<file path="src/rtl/alu_commit_stage.sv">
// Commit stage behind the 20-bit ALU: status register {C,S,Z}, jump resolution, register-file writes.
// Optional: define COMMIT_TRAP_SHADOW_EN to add a trap shadow copy of the status register.
module alu_commit_stage #(
    parameter int DATA_W = 20,
    parameter int REG_AW = 4
) (
    input  logic              clk,
    input  logic              rst_n,
    input  logic              in_valid,
    output logic              in_ready,
    input  logic [2:0]        in_op,
    input  logic [REG_AW-1:0] in_dst_a,
    input  logic [REG_AW-1:0] in_dst_b,
    input  logic [DATA_W-1:0] in_res_a,
    input  logic [DATA_W-1:0] in_res_b,
    input  logic              in_zero,
    input  logic              in_sign,
    input  logic              in_carry,
    input  logic [2:0]        in_flag_mask,
    input  logic [1:0]        in_jcond,
    output logic              wr_en,
    output logic [REG_AW-1:0] wr_addr,
    output logic [DATA_W-1:0] wr_data,
    input  logic              wr_ack,
    output logic [2:0]        status_q,
    output logic              jmp_valid,
    output logic [DATA_W-1:0] jmp_target,
    input  logic              trap_req,
    input  logic              trap_ret
);

    localparam logic [2:0] OP_WR    = 3'd0;
    localparam logic [2:0] OP_SWAP  = 3'd1;
    localparam logic [2:0] OP_FLAGS = 3'd2;
    localparam logic [2:0] OP_JMP   = 3'd3;
    localparam logic [2:0] OP_LSR   = 3'd4;
    localparam logic [2:0] OP_XSR   = 3'd5;

    typedef enum logic [1:0] {
        IDLE = 2'd0,
        WR_A = 2'd1,
        WR_B = 2'd2
    } state_t;

    state_t              state_q, state_d;
    logic                rdy_q;
    logic                accept;
    logic                is_write_op;
    logic                swap_q;
    logic [REG_AW-1:0]   dst_b_q;
    logic [DATA_W-1:0]   res_b_q;
    logic [2:0]          new_flags;
    logic [2:0]          op_status;
    logic [2:0]          status_d;
    logic                jmp_taken;

    // rdy_q keeps in_ready low through reset and releases it one cycle later
    assign in_ready    = rdy_q && (state_q == IDLE);
    assign accept      = in_valid && in_ready;
    assign is_write_op = (in_op == OP_WR) || (in_op == OP_SWAP);
    assign wr_en       = (state_q != IDLE);
    assign new_flags   = {in_carry, in_sign, in_zero};

    always_ff @(posedge clk or negedge rst_n) begin
        if (!rst_n) begin
            state_q <= IDLE;
        end else begin
            state_q <= state_d;
        end
    end

    always_comb begin
        state_d = state_q;
        case (state_q)
            IDLE: begin
                if (accept && is_write_op) begin
                    state_d = WR_A;
                end
            end
            WR_A: begin
                if (wr_ack) begin
                    state_d = swap_q ? WR_B : IDLE;
                end
            end
            WR_B: begin
                if (wr_ack) begin
                    state_d = IDLE;
                end
            end
            default: state_d = IDLE;
        endcase
    end

    always_comb begin
        op_status = status_q;
        if (accept) begin
            case (in_op)
                OP_WR, OP_SWAP, OP_FLAGS: op_status = (status_q & ~in_flag_mask) | (new_flags & in_flag_mask);
                OP_LSR:                   op_status = in_res_a[2:0];
                OP_XSR:                   op_status = status_q ^ in_res_a[2:0];
                default:                  op_status = status_q;
            endcase
        end
    end

    always_comb begin
        jmp_taken = 1'b0;
        case (in_jcond)
            2'd0: jmp_taken = 1'b1;
            2'd1: jmp_taken = status_q[0];
            2'd2: jmp_taken = status_q[1];
            2'd3: jmp_taken = status_q[0] | status_q[1];
            default: jmp_taken = 1'b0;
        endcase
    end

`ifdef COMMIT_TRAP_SHADOW_EN
    logic [2:0] shadow_q;

    // trap_req captures the pre-edge status; trap_ret overrides any same-edge op update
    always_ff @(posedge clk or negedge rst_n) begin
        if (!rst_n) begin
            shadow_q <= 3'b000;
        end else if (trap_req) begin
            shadow_q <= status_q;
        end
    end

    assign status_d = trap_ret ? shadow_q : op_status;
`else
    logic unused_trap;
    assign unused_trap = trap_req ^ trap_ret;
    assign status_d    = op_status;
`endif

    always_ff @(posedge clk or negedge rst_n) begin
        if (!rst_n) begin
            rdy_q      <= 1'b0;
            status_q   <= 3'b000;
            jmp_valid  <= 1'b0;
            jmp_target <= '0;
        end else begin
            rdy_q     <= 1'b1;
            status_q  <= status_d;
            jmp_valid <= accept && (in_op == OP_JMP) && jmp_taken;
            if (accept && (in_op == OP_JMP) && jmp_taken) begin
                jmp_target <= in_res_a;
            end
        end
    end

    // write port registers: loaded with the A write on accept, switched to B when A is acked
    always_ff @(posedge clk or negedge rst_n) begin
        if (!rst_n) begin
            wr_addr <= '0;
            wr_data <= '0;
            swap_q  <= 1'b0;
            dst_b_q <= '0;
            res_b_q <= '0;
        end else if (accept && is_write_op) begin
            wr_addr <= in_dst_a;
            wr_data <= in_res_a;
            swap_q  <= (in_op == OP_SWAP);
            dst_b_q <= in_dst_b;
            res_b_q <= in_res_b;
        end else if ((state_q == WR_A) && wr_ack && swap_q) begin
            wr_addr <= dst_b_q;
            wr_data <= res_b_q;
        end
    end

endmodule

</file>
<file path="config.mk">
export PLATFORM = sky130hd
export DESIGN_NAME = alu_commit_stage
export DESIGN_NICKNAME = d
export VERILOG_FILES = /design/src/rtl/alu_commit_stage.sv
export SDC_FILE = /design/constraint.sdc
export NUM_CORES = 1
export LEC_CHECK = 0
export ABC_AREA = 1
export BUFFER_PORTS_ARGS = -buffer_cell sky130_fd_sc_hd__clkbuf_2
export CORE_MARGIN = 2
export CORE_UTILIZATION = 54
export DETAILED_ROUTE_END_ITERATION = 10
export PLACE_DENSITY = 0.93
export SYNTH_ARGS = -nofsm -noshare
export SYNTH_HDL_FRONTEND = slang
export SYNTH_SLANG_ARGS = --single-unit
export TNS_END_PERCENT = 1
</file>
<file path="constraint.sdc">
create_clock -name clk -period 2.7 [get_ports clk]
set_input_delay 0.27 -clock clk [delete_from_list [all_inputs] [get_ports clk]]
set_output_delay 0.27 -clock clk [all_outputs]
set_load 0.02 [all_outputs]
</file>
# Word-level counts from Yosys, hierarchy flattened
# Cells that the tools add are included.
# totals
out_inout_bits	50
reg_bits	76
memories	0
latchBits	0
elab_cells	57
rom_bits	0
ramBits	0
# classes
div_mod_pow	0
shift	0
order_cmp	0
addsub	0
bitwise_logic	6
reduce_logical	17
eq_ne	13
n_mux	11
mul	0
# op_table
op	count
$mux W20	2
$pmux W3 S3	1
$mux W2	4
$mux W4	2
$logic_and A1 B1 Y1	7
$and A3 B3 Y3	2
$eq A2 B2 Y1 const B	3
$eq A3 B2 Y1 const B	2
$eq A3 B3 Y1 const B	2
$pmux W2 S3	1
$eq A2 B1 Y1 const B	2
$logic_not A2 Y1	2
$ne A2 B2 Y1 const B	2
$pmux W1 S4	1
$reduce_bool A2 Y1	2
$eq A3 B1 Y1 const B	1
$logic_not A3 Y1	1
$not A3 Y3	1
$or A3 B3 Y3	1
$reduce_and A3 Y1	1
$reduce_bool A3 Y1	1
$reduce_or A3 Y1	1
$xor A3 B3 Y3	1
$ne A2 B1 Y1 const B	1
3 further kinds	3

# Depth between registers and ports, before layout
# logic_depth
depth_word	6
mapped_depth	8
ltp_nobuf	7

# Worst setup path before layout
# No wires, ideal clock.
# synth_timing
kind	reg-to-output
startpoint	reg state_q[0]
endpoint	out in_ready
t_arrival_ns	1.016
path_stages_with_launch	4
path_buffers	0
t_required_ns	2.430
setup_slack_ns	1.414
cell_sequence	dfrtp_1 -> nor2_4 -> inv_1 -> nor2_1
# synth_between
elab_chain_len	2
# synth_lines
item	line	text
from (decl)	45	state_t state_q, state_d;
from (signal assigned)	68	state_q <= state_d;
$logic_not A2 Y1	58	assign in_ready = rdy_q && (state_q == IDLE);
$logic_and A1 B1 Y1	58	
to (decl)	10	output logic in_ready,
# Every way passes these cells.

# Final worst setup path
# layout_timing
startpoint	reg state_q[0]
endpoint	reg wr_data[12]
# layout_between
elab_chain_len	5
# layout_lines
item	line	text
$logic_not A2 Y1	58	
$logic_and A1 B1 Y1	58	
$logic_and A1 B1 Y1	59	assign accept = in_valid && in_ready;
$logic_and A1 B1 Y1	160	end else if (accept && is_write_op) begin
$mux W20 / $reduce_bool A2 Y1 (equally long branches)	n/a	
to (signal assigned)	162	wr_data <= in_res_a;
to (signal assigned)	168	wr_data <= res_b_q;
to (decl)	23	output logic [DATA_W-1:0] wr_data,
# Parallel ways exist; a longest one is shown, timed or not.
# A chain may end at the register's enable or synchronous reset.

==> flow_summary.ini <==
[placed_design]
pre_cts_ws_ns = 0.8205
dp_cells = 583
dp_hpwl_mm = 5.581
portBuffers = 112
place_area_um2 = 3955
place_congestion = 0.7896

[setup_path]
critPathCaptureType = flop
cp_common_cell = nor2_4
crit_fanout = 56
worstPathCellList = nor2_4 > nand3_2 > nor2_4 > buf_12 > nor2_1 > nand2_1 > nand3_1
crit_slowest_cell = dfrtp_1
cp-start-kind = flop
critPathKind = reg2reg
ff2ff_setup_slack_ns = 0.81
cp.buffers_inverters = 1
cp_slowest_stage_delay_ns = 0.44
crit_family = simple AND/OR/NAND/NOR gates
required_ns = 2.91
critPathArrivalTime_ns = 2.10

[synth]
synth_simple_gate_area_share_pct = 32.61
syn-num-nets = 474
synth_top_family_by_area = simple AND/OR/NAND/NOR gates
ys_types = 25
synthCells = 409
synth.area.mux_share_pct = 0
ys_seq_area_share_pct = 56.53
ys_ff_latch = 76
syn_area_per_cell_um2 = 8.226
synth_area_leaders = dfrtp_1, nand2_1, nand3_1
syn-cell-area_um2 = 3364
synth_warnings = 0
synth_fa_ha_area_share_pct = 0
synth_xor_xnor_area_share_pct = 0
yosysTopAreaCell = dfrtp_1
yosysTopAreaCellShare_pct = 56.53
synth_compound_area_share_pct = 4.463

[power_and_ir_drop]
power_density_nw_per_um2 = 862.6
power.leakage_nw = 2.394
ir_worst_vdd_mv = 0.4748

[clocking]
cts_max_level = 3
cts_setup_buffers = 0
cts_tree = yes
cts_root_buf = clkbuf_8
cts.sinks = 76
clock_path_buffers = 2
cts_buffers = 9
hold_buffers = 0
clkTransAtPathRegs_ns = 0.08
worstSkewPairLatency_ns = 0.34
post_cts_resized = 0

[job]
drv_cap = 0

[routing]
ant_nets = 0
via_per_inst = 5.149
wl_mm = 7.928
post-route-drc-count = 0
drtPass1Iterations = 4
dr_total_vias = 3084
wl_per_cell_um = 13.24
drtIter0Drc = 156

[finish]
final_cells = 599
fillCellCount = 468
final_layout_size_suffix_gt1_share_pct = 27.10
stdcell_area_um2 = 4220
areaGrowthSynthToFinish_pct = 25.44
final_nets = 584
diodes = 0

[timing]
hold_viol_final = 0
fin_crit_sh_pct = 70.01
finalSetupViolations = 0
layout_setup_ws_ns = 0.8096
rsz0062_at_grt = false
worst_slew_pin_slew_ns = 0.9281
max_freq_mhz = 529.0
fin_tns_setup_ns = 0
post-route-min-period_ns = 1.890
finClkSkew_ns = 0.01155
relSlewSlack_pct = 38.13
report.final.slew_viol_count = 0

[global_routing]
grt_pass1_vias = 3072
track_usage_pct = 24.26
antenna_found_initial = 0
grt_pass1_wl_mm = 13.61
grt_max_degree = 77
grt-ovfl-total = 0

[floorplanning]
die_area_um2 = 6878
coreArea_um2 = 5956
die_y_um = 82.94
rows = 28
ios = 115
start_util_pct = 56.49
fp.dieW_um = 82.94

[outcome]
status = completed

[min_path]
hp-class = in2async
final timing paths:
check                            start  cells after the start     endpoint
max reg2reg                 state_q[0]                      7  wr_data[12]
min                              rst_n                      1   res_b_q[9]
max                         state_q[0]                      7  wr_data[12]
max in group asynchronous        rst_n                      1   wr_addr[0]
min in group clk           in_dst_b[2]                      3   dst_b_q[2]
min reg2reg                 res_b_q[3]                      2   res_b_q[3]
layout make-up:
type	instances	area (um2)	share of cell area, %
Timing Repair Buffer	115	598.1	14.17
Tap cell	75	93.84	2.224
Multi-Input combinational cell	288	1251	29.65
Sequential cell	76	1902	45.06
Clock buffer	12	145.1	3.439
Inverter	29	110.1	2.609
Clock inverter	4	120.1	2.846
cells in the final DEF, fill, tap and decap left out, drive strengths merged, types with 2 or more instances in the layout:
master,count
nand2,193
clkbuf,123
dfrtp,76
nand3,41
inv,28
o21ai,23
nor2,21
bufinv,4
buf,4
o211ai,3
nand4,2
sequential cells by signal, summed over array words and instances (netlist names), named ones only:
name and count:
jmp_valid 1, rdy_q 1, res_b_q 20, wr_addr 4, swap_q 1, wr_data 20
state_q 2, dst_b_q 4, jmp_target 20
cell families (layout without fill, tap and decap cells):
| group | Yosys count | after routing |
|---|---|---|
| AND/OR/NAND/NOR | 259 | 259 |
| flip-flops | 76 | 76 |
| buffers and inverters | 45 | 160 |
| AO/OA/AOI/OAI | 28 | 28 |
| other | 1 | 1 |
synthesized netlist by cell type:
cell type / count
o31ai_1: 1
dfrtp_1: 76
nand3_1: 40
o21ai_1: 8
inv_1: 25
clkbuf_1: 2
o211ai_1: 3
buf_4: 2
a21oi_1: 1
conb_1: 1
nor2_4: 2
nand4_2: 1
nand3b_4: 1
o21ai_0: 15
nand2_1: 192
nor2_2: 1
nand4_4: 1
nand3_2: 1
inv_2: 3
nor2_1: 18
nor3_2: 1
nand2_2: 1
buf_2: 9
clkinv_2: 1
buf_6: 3
report_power, final:
group | internal, mW | leakage (nW) | total [mW] | switching, mW
clock | 0.735 | 0.131 | 1.14 | 0.401
combinational | 0.332 | 1.31 | 0.940 | 0.608
sequential | 1.42 | 0.958 | 1.56 | 0.147
total | 2.48 | 2.39 | 3.64 | 1.16
per-layer routing:
layer  GRT usage [%]  up-vias  routed length [um]
met4           8.793        0                 108
met2           42.60      140                4022
li1                -     1494                   -
met3           4.374       11                 542
met1           29.96     1439                3255
met5               0        -                   0
metrics by stage:
stage	power [mW]	util (%)	hold slack [ns]
2_1_floorplan	2.146	-	-0.02559
3_3_place_gp	2.474	66.41	0.4560
3_5_place_dp	2.526	66.41	0.4633
4_1_cts	3.655	70.86	0.1052
5_1_grt	3.831	70.86	0.1260
6_report	3.640	70.86	0.07196
(Power assumes the default switching activity.)
